## src/rtl/stim_sweep_gen.sv

```systemverilog
// ============================================================================
// Module      : stim_sweep_gen
// Description : Clocked exhaustive stimulus sweep for small combinational
//               blocks. Walks vectors 0..2^WIDTH-1, holds each one for HOLD
//               cycles, samples the single-bit response once per vector and
//               builds the captured truth table, a ones count and an
//               optional MISR signature.
// Options     : define SIG_MISR_EN to build the 16-bit MISR (poly 0x1021,
//               seed 16'hFFFF); otherwise signature is tied to zero.
// Revision    : 1.0 - initial release
// ============================================================================
`default_nettype none

module stim_sweep_gen #(
   parameter int WIDTH = 5,   // DUT inputs, 1..8
   parameter int HOLD  = 10   // cycles per vector, >= 1
) (
   input  logic                    clk,
   input  logic                    rst,
   input  logic                    start,
   input  logic                    abort,
   input  logic                    resp_in,
   output logic [WIDTH-1:0]        vec_out,
   output logic                    vec_valid,
   output logic                    busy,
   output logic                    done,
   output logic [(1<<WIDTH)-1:0]   resp_map,
   output logic [WIDTH:0]          ones_count,
   output logic [15:0]             signature
);

   localparam int                  c_NVEC      = 1 << WIDTH;
   // Hold counter needs at least one bit even when HOLD == 1
   localparam int                  c_HW        = (HOLD > 1) ? $clog2(HOLD) : 1;
   localparam logic [WIDTH-1:0]    c_LAST_VEC  = {WIDTH{1'b1}};
   localparam logic [c_HW-1:0]     c_LAST_HOLD = c_HW'(HOLD - 1);
   localparam logic [15:0]         c_MISR_SEED = 16'hFFFF;
   localparam logic [15:0]         c_MISR_POLY = 16'h1021;

   typedef enum logic [1:0] {
      ST_IDLE  = 2'd0,
      ST_DRIVE = 2'd1,
      ST_DONE  = 2'd2
   } state_t;

   state_t              r_state;
   logic [WIDTH-1:0]    r_vec;
   logic [c_HW-1:0]     r_hold;
   logic                r_valid;
   logic                r_busy;
   logic                r_done;
   logic [c_NVEC-1:0]   r_map;
   logic [WIDTH:0]      r_ones;

   logic                w_start;
   logic                w_abort;
   logic                w_sample;

   // start is honoured only outside a sweep; it also wins over abort there
   assign w_start  = start && (r_state != ST_DRIVE);
   assign w_abort  = abort && (r_state == ST_DRIVE);
   // abort suppresses a coincident sample edge
   assign w_sample = (r_state == ST_DRIVE) && !abort && (r_hold == c_LAST_HOLD);

   // Sweep sequencer: vector stepping, hold timing, result capture
   always_ff @(posedge clk or posedge rst) begin
      if (rst) begin
         r_state <= ST_IDLE;
         r_vec   <= '0;
         r_hold  <= '0;
         r_valid <= 1'b0;
         r_busy  <= 1'b0;
         r_done  <= 1'b0;
         r_map   <= '0;
         r_ones  <= '0;
      end else if (w_start) begin
         r_state <= ST_DRIVE;
         r_vec   <= '0;
         r_hold  <= '0;
         r_valid <= 1'b1;
         r_busy  <= 1'b1;
         r_done  <= 1'b0;
         r_map   <= '0;
         r_ones  <= '0;
      end else if (w_abort) begin
         // partial results are deliberately kept for inspection
         r_state <= ST_IDLE;
         r_vec   <= '0;
         r_hold  <= '0;
         r_valid <= 1'b0;
         r_busy  <= 1'b0;
         r_done  <= 1'b0;
      end else if (r_state == ST_DRIVE) begin
         if (!w_sample) begin
            r_hold <= r_hold + 1'b1;
         end else begin
            r_map[r_vec] <= resp_in;
            r_ones       <= r_ones + {{WIDTH{1'b0}}, resp_in};
            if (r_vec == c_LAST_VEC) begin
               // vec_out keeps the last vector while results are frozen
               r_state <= ST_DONE;
               r_valid <= 1'b0;
               r_busy  <= 1'b0;
               r_done  <= 1'b1;
            end else begin
               r_vec  <= r_vec + 1'b1;
               r_hold <= '0;
            end
         end
      end
   end

   assign vec_out    = r_vec;
   assign vec_valid  = r_valid;
   assign busy       = r_busy;
   assign done       = r_done;
   assign resp_map   = r_map;
   assign ones_count = r_ones;

`ifdef SIG_MISR_EN
   logic [15:0] r_sig;
   logic        w_fb;

   assign w_fb = r_sig[15] ^ resp_in;

   // Serial MISR over the sampled responses, reseeded on every start
   always_ff @(posedge clk or posedge rst) begin
      if (rst) begin
         r_sig <= c_MISR_SEED;
      end else if (w_start) begin
         r_sig <= c_MISR_SEED;
      end else if (w_sample) begin
         r_sig <= {r_sig[14:0], 1'b0} ^ (w_fb ? c_MISR_POLY : 16'h0000);
      end
   end

   assign signature = r_sig;
`else
   assign signature = 16'h0000;
`endif

endmodule

`default_nettype wire

```

## config.mk

```make
export PLATFORM = sky130hd
export DESIGN_NAME = stim_sweep_gen
export DESIGN_NICKNAME = d
export VERILOG_FILES = /design/src/rtl/stim_sweep_gen.sv
export SDC_FILE = /design/constraint.sdc
export NUM_CORES = 1
export LEC_CHECK = 0
export BUFFER_PORTS_ARGS = -buffer_cell sky130_fd_sc_hd__buf_2
export CORE_MARGIN = 2
export CORE_UTILIZATION = 30
export CTS_CLUSTER_DIAMETER = 120
export DETAILED_ROUTE_END_ITERATION = 7
export PLACE_DENSITY = 0.58
export SLEW_MARGIN = 20
export SYNTH_ARGS = -nofsm -noshare
export SYNTH_HDL_FRONTEND = slang
export SYNTH_SLANG_ARGS = --single-unit
```

## constraint.sdc

```tcl
create_clock -name clk -period 2.75 [get_ports clk]
set_input_delay 0.4125 -clock clk [delete_from_list [all_inputs] [get_ports clk]]
set_output_delay 0.4125 -clock clk [all_outputs]
set_load 0.05 [all_outputs]
```

== After elaboration in Yosys (flattened, before gate mapping) ==
Index checks and enable logic that the tools add are counted.
W data, S select, Z words.
Storage, ports and cells
  register bits after elaboration: 51
  bits in latches: 0
  RAM bits: 0
  memory bits (read-only): 0
  input port bits: 5
  output and inout port bits: 62
  word-level logic and storage cells: 70
  memories kept: 0
Operators by class
  $add $sub $neg: 3
  multiply operators: 0
  divide/modulo/power cells: 0
  $lt $le $gt $ge: 2
  eq/ne operators: 7
  shifts and indexed selects: 0
  mux-type cells: 36
  bitwise logic cells: 0
  reductions and logical operators: 15
Operators with widths (count)
  $mux W32: 4
  $bwmux W32: 1
  $mux W5: 5
  $mux W6: 4
  $mux W4: 5
  $mux W1: 11
  $mux W2: 5
  $reduce_and A3 Y1: 3
  $reduce_bool A3 Y1: 3
  $add A6 B1 Y6: 1
  $lt A5 B6 Y1 const B: 1
  $add A5 B1 Y5 const B: 1
  $demux W1 S5: 1
  $eq A5 B5 Y1 const B: 1
  $ge A5 B1 Y1 const B: 1
  $logic_and A1 B1 Y1: 5
  $add A4 B1 Y4 const B: 1
  $eq A4 B4 Y1 const B: 1
  $ne A4 B4 Y1 const B: 1
  $reduce_bool A2 Y1: 2
  $ne A3 B3 Y1 const B: 1
  $eq A2 B1 Y1 const B: 1
  $ne A2 B1 Y1 const B: 1
  $ne A2 B2 Y1 const B: 1
  2 further kinds: 2

== Depth between registers and ports, before layout ==
  depth in word-level cells: 9
  depth in mapped cells: 7

== Least setup slack after synthesis ==
OpenSTA, ideal clock, no wires.
  kind: register to register
  start point: reg r_vec[0] (netlist: vec_out[0])
  end point: reg r_vec[0] (netlist: vec_out[0])
  setup time: 0.125 ns
  arrival: 2.204 ns
  slack: 0.421 ns
  cell stages (with the launch flop): 8
  buffers on the path: 1
  path through: dfrtp_1 > ha_1 > clkbuf_1 > and3_1 > ha_1 > and4bb_2 > o22ai_1 > mux2_2
On the way
  cells in the longest elaborated chain, start to end: 6
  elaborated cells between the ends (all ways): 9
Ends and longest elaborated chain
  from (decl): RTL line 47  | logic [WIDTH-1:0] r_vec;
  from (signal assigned): RTL line 106  | r_vec <= r_vec + 1'b1;
  $add A5 B1 Y5: RTL line 106
  $mux W5: RTL line 99  | if (r_vec == c_LAST_VEC) begin
  $mux W5: RTL line 94  | if (!w_sample) begin
  $mux W5: RTL line 93  | end else if (r_state == ST_DRIVE) begin
  $mux W5: RTL line 85  | end else if (w_abort) begin
  $mux W5: RTL line 76  | end else if (w_start) begin
Parallel ways exist; a longest one is shown, timed or not. The select of a mux whose other input is x is not followed.
A chain may end at the register's enable or synchronous reset.

== Final worst setup path ==
Ends and elaborated chain as after synthesis.

==> metrics.txt <==
DP HPWL 4440 µm; drt wl/cell 16.0 µm; TritonCTS clock tree done; max frequency 441 MHz; critical path buffer and inverter count 0; initial antenna violation count 0; clock-pin slew on the worst setup and hold paths 0.09 ns; dpl cells 412; core box area 9110 µm²; mapped cell area 2770 µm²; top post-synthesis cells by area dfrtp_1 (44%), mux2i_1 (13%), nand4_1 (7.2%); relative slew slack 0.520; Hold Vio Cnt, Final 0; Setup CP Type flip-flop to flip-flop; Die Y 100 µm; non-filler cells, final 419; Hold-fix buffers, CTS 0; cell mode on critical path ha_1; total gr overflow 0; Yosys top cell area share 0.443; area grow syn2layout 13.0%; Max clock buf depth 2; Crit. End Element flip-flop; Hold WS 0.0876 ns; CP startpoint kind flip-flop; Via Count 2182; Avg Synthesized Cell Area 10.2 µm²; Peak supply drop 244 µV; cts bufs inserted 5; CTS resizes 0; delay-heaviest family, CP simple AND/OR/NAND/NOR gates; clock sinks 49; min cycle time layout 2.27 ns; IO Count 67; DRT Pass-1 Iters 4; largest fanout on the critical path 11; Seq/Total Area, Yosys 0.443; width of the die 100 µm; synthesis-stage register bit count 49; layout cell share with drive strength beyond 1 0.234; RSZ-0062 raised after global routing false; Via density 5.21; clock skew 0.00398 ns; Slew @ Worst Pin 0.716 ns; period utilisation layout 0.825; largest net degree at the start of global routing 41; initial core utilization 0.304; die outline area 10000 µm²; Routed Antenna Nets 0; CP Data Required Time 2.93 ns; CP Cell Sequence ha_1, and3_1, ha_1, and4bb_2, o22ai_1, mux2_2; worst min path class primary input to async pin; all-layer global routing usage 0.137; Ant. Diodes 0; CTS H-Tree Depth 2; Worst EP arrival 2.45 ns; Synth Instances 272; Slowest-stage cell, CP dfrtp_1; clock latency on the worst-skew pair 0.30 ns; DRC 0; IO Port Bufs 50; Pins Over Slew Limit 0; DRT Wirelength 6710 µm; Pleak 1.71 nW; Yosys cell types 39; final setup vio count 0; row count 35; NumNets Final 322; Root Buffer clkbuf_8; worst stage delay on the critical path 0.44 ns; 1st-iter DRT viols 113; status finished clean; vias in the first global route 2073; total of max-cap violations 0; Synth warnings 0; TNS Setup 0 ns; routability cong. 0.781; R2R setup slack 0.48 ns; Synth area leader dfrtp_1; global-route wire length before repair 11100 µm; Post-CTS Setup Inserts 0; Power Density 440 nW/µm²
-- logic make-up (layout without fill, tap and decap cells) --
logic type / count (synthesis) / count (layout) / synth area share
compound gates: 61 / 61 / 0.128
fa+ha+maj: 9 / 9 / 0.0407
buf+inv: 49 / 70 / 0.0945
flops: 49 / 49 / 0.443
mux: 38 / 38 / 0.138
other cells: 1 / 16 / 0.00136
simple gates: 65 / 65 / 0.153
-- flip-flops by register name, indices dropped and copies added (netlist names) --
name / flops
ones_count: 6
r_hold: 4
r_state: 1
resp_map: 32
done: 1
vec_out: 5
-- where the power goes --
part	switching, mW	internal, mW	total, mW
Sequential	0.00909	0.727	0.736
Clock	0.232	0.200	0.432
Combinational	0.170	0.0385	0.209
Total	0.411	0.966	1.38
-- synth_stat cells (all sizes together) --
cell type  number
buf            28
o2bb2ai         1
or4             1
and3b           4
nand2           2
o21ai          40
o32ai           1
o21a            1
inv             6
nand2b          2
nor3b           4
nor2            1
or3b            1
a21o            1
o22ai           3
a32o            1
nor2b           1
clkbuf         15
mux2i          36
a22o            2
nand3           5
a21oi           6
nor4b           1
a31o            1
nor4            1
nor3            3
nand3b          1
and3            5
ha              9
a32oi           1
dfrtp          49
o31ai           1
conb            1
nand4          32
o22a            2
and4bb          1
mux2            2
-- cell type report --
cell class | instances | area [µm²]
multi-input cells | 189 | 1350
inverters | 6 | 22.5
flip-flops and latches | 49 | 1230
well taps | 111 | 139
fillers | 927 | 5980
clock buffers | 7 | 86.3
repair buffers | 57 | 303
-- path summary, 6_finish.rpt --
kind / end / cells after the start / start
worst max-delay path: vec_out[0] / 6 / vec_out[0]
worst min-delay path: resp_map[13] / 2 / rst
worst max register to register: vec_out[0] / 6 / vec_out[0]
worst min register to register: ones_count[4] / 1 / ones_count[4]
max in group asynchronous: resp_map[26] / 3 / rst
min in group clk: r_state[0] / 2 / start
-- stage by stage --
stage / total power [mW] / worst slack [ns] / area [µm²] / util
floorplan: 0.933 / 0.421 / 2820 / -
global placement: 0.960 / 0.607 / 3030 / 0.333
detailed placement: 0.960 / 0.520 / 3030 / 0.333
CTS: 1.39 / 0.494 / 3120 / 0.342
global route: 1.45 / 0.376 / 3130 / 0.343
finish: 1.38 / 0.481 / 3130 / 0.343
-- cells in the final DEF (no fill, tap or decap), types with 2 or more instances in the layout --
cell type   n
a22o_1      2
and3b_1     4
a21oi_1     6
nor3b_1     3
mux2i_1    36
o21ai_0    39
nor3_1      3
nand4_1    32
nand3_1     5
mux2_2      2
nand2b_1    2
inv_1       5
nand2_1     2
o22a_1      2
and3_1      5
conb_1     16
clkbuf_8    6
ha_1        9
dfrtp_1    49
buf_2      50
o22ai_1     3
buf_4       7
-- metal layers --
metal	track usage	up-vias	share of wire	routed length [µm]
li1	-	1052	-	-
met3	0.0306	5	0.055	368
met2	0.205	63	0.45	3030
met4	0.0221	0	0.0054	36
met1	0.205	1062	0.49	3280
met5	0	-	0	0
No activity file was read; power rests on OpenSTA's default activity.
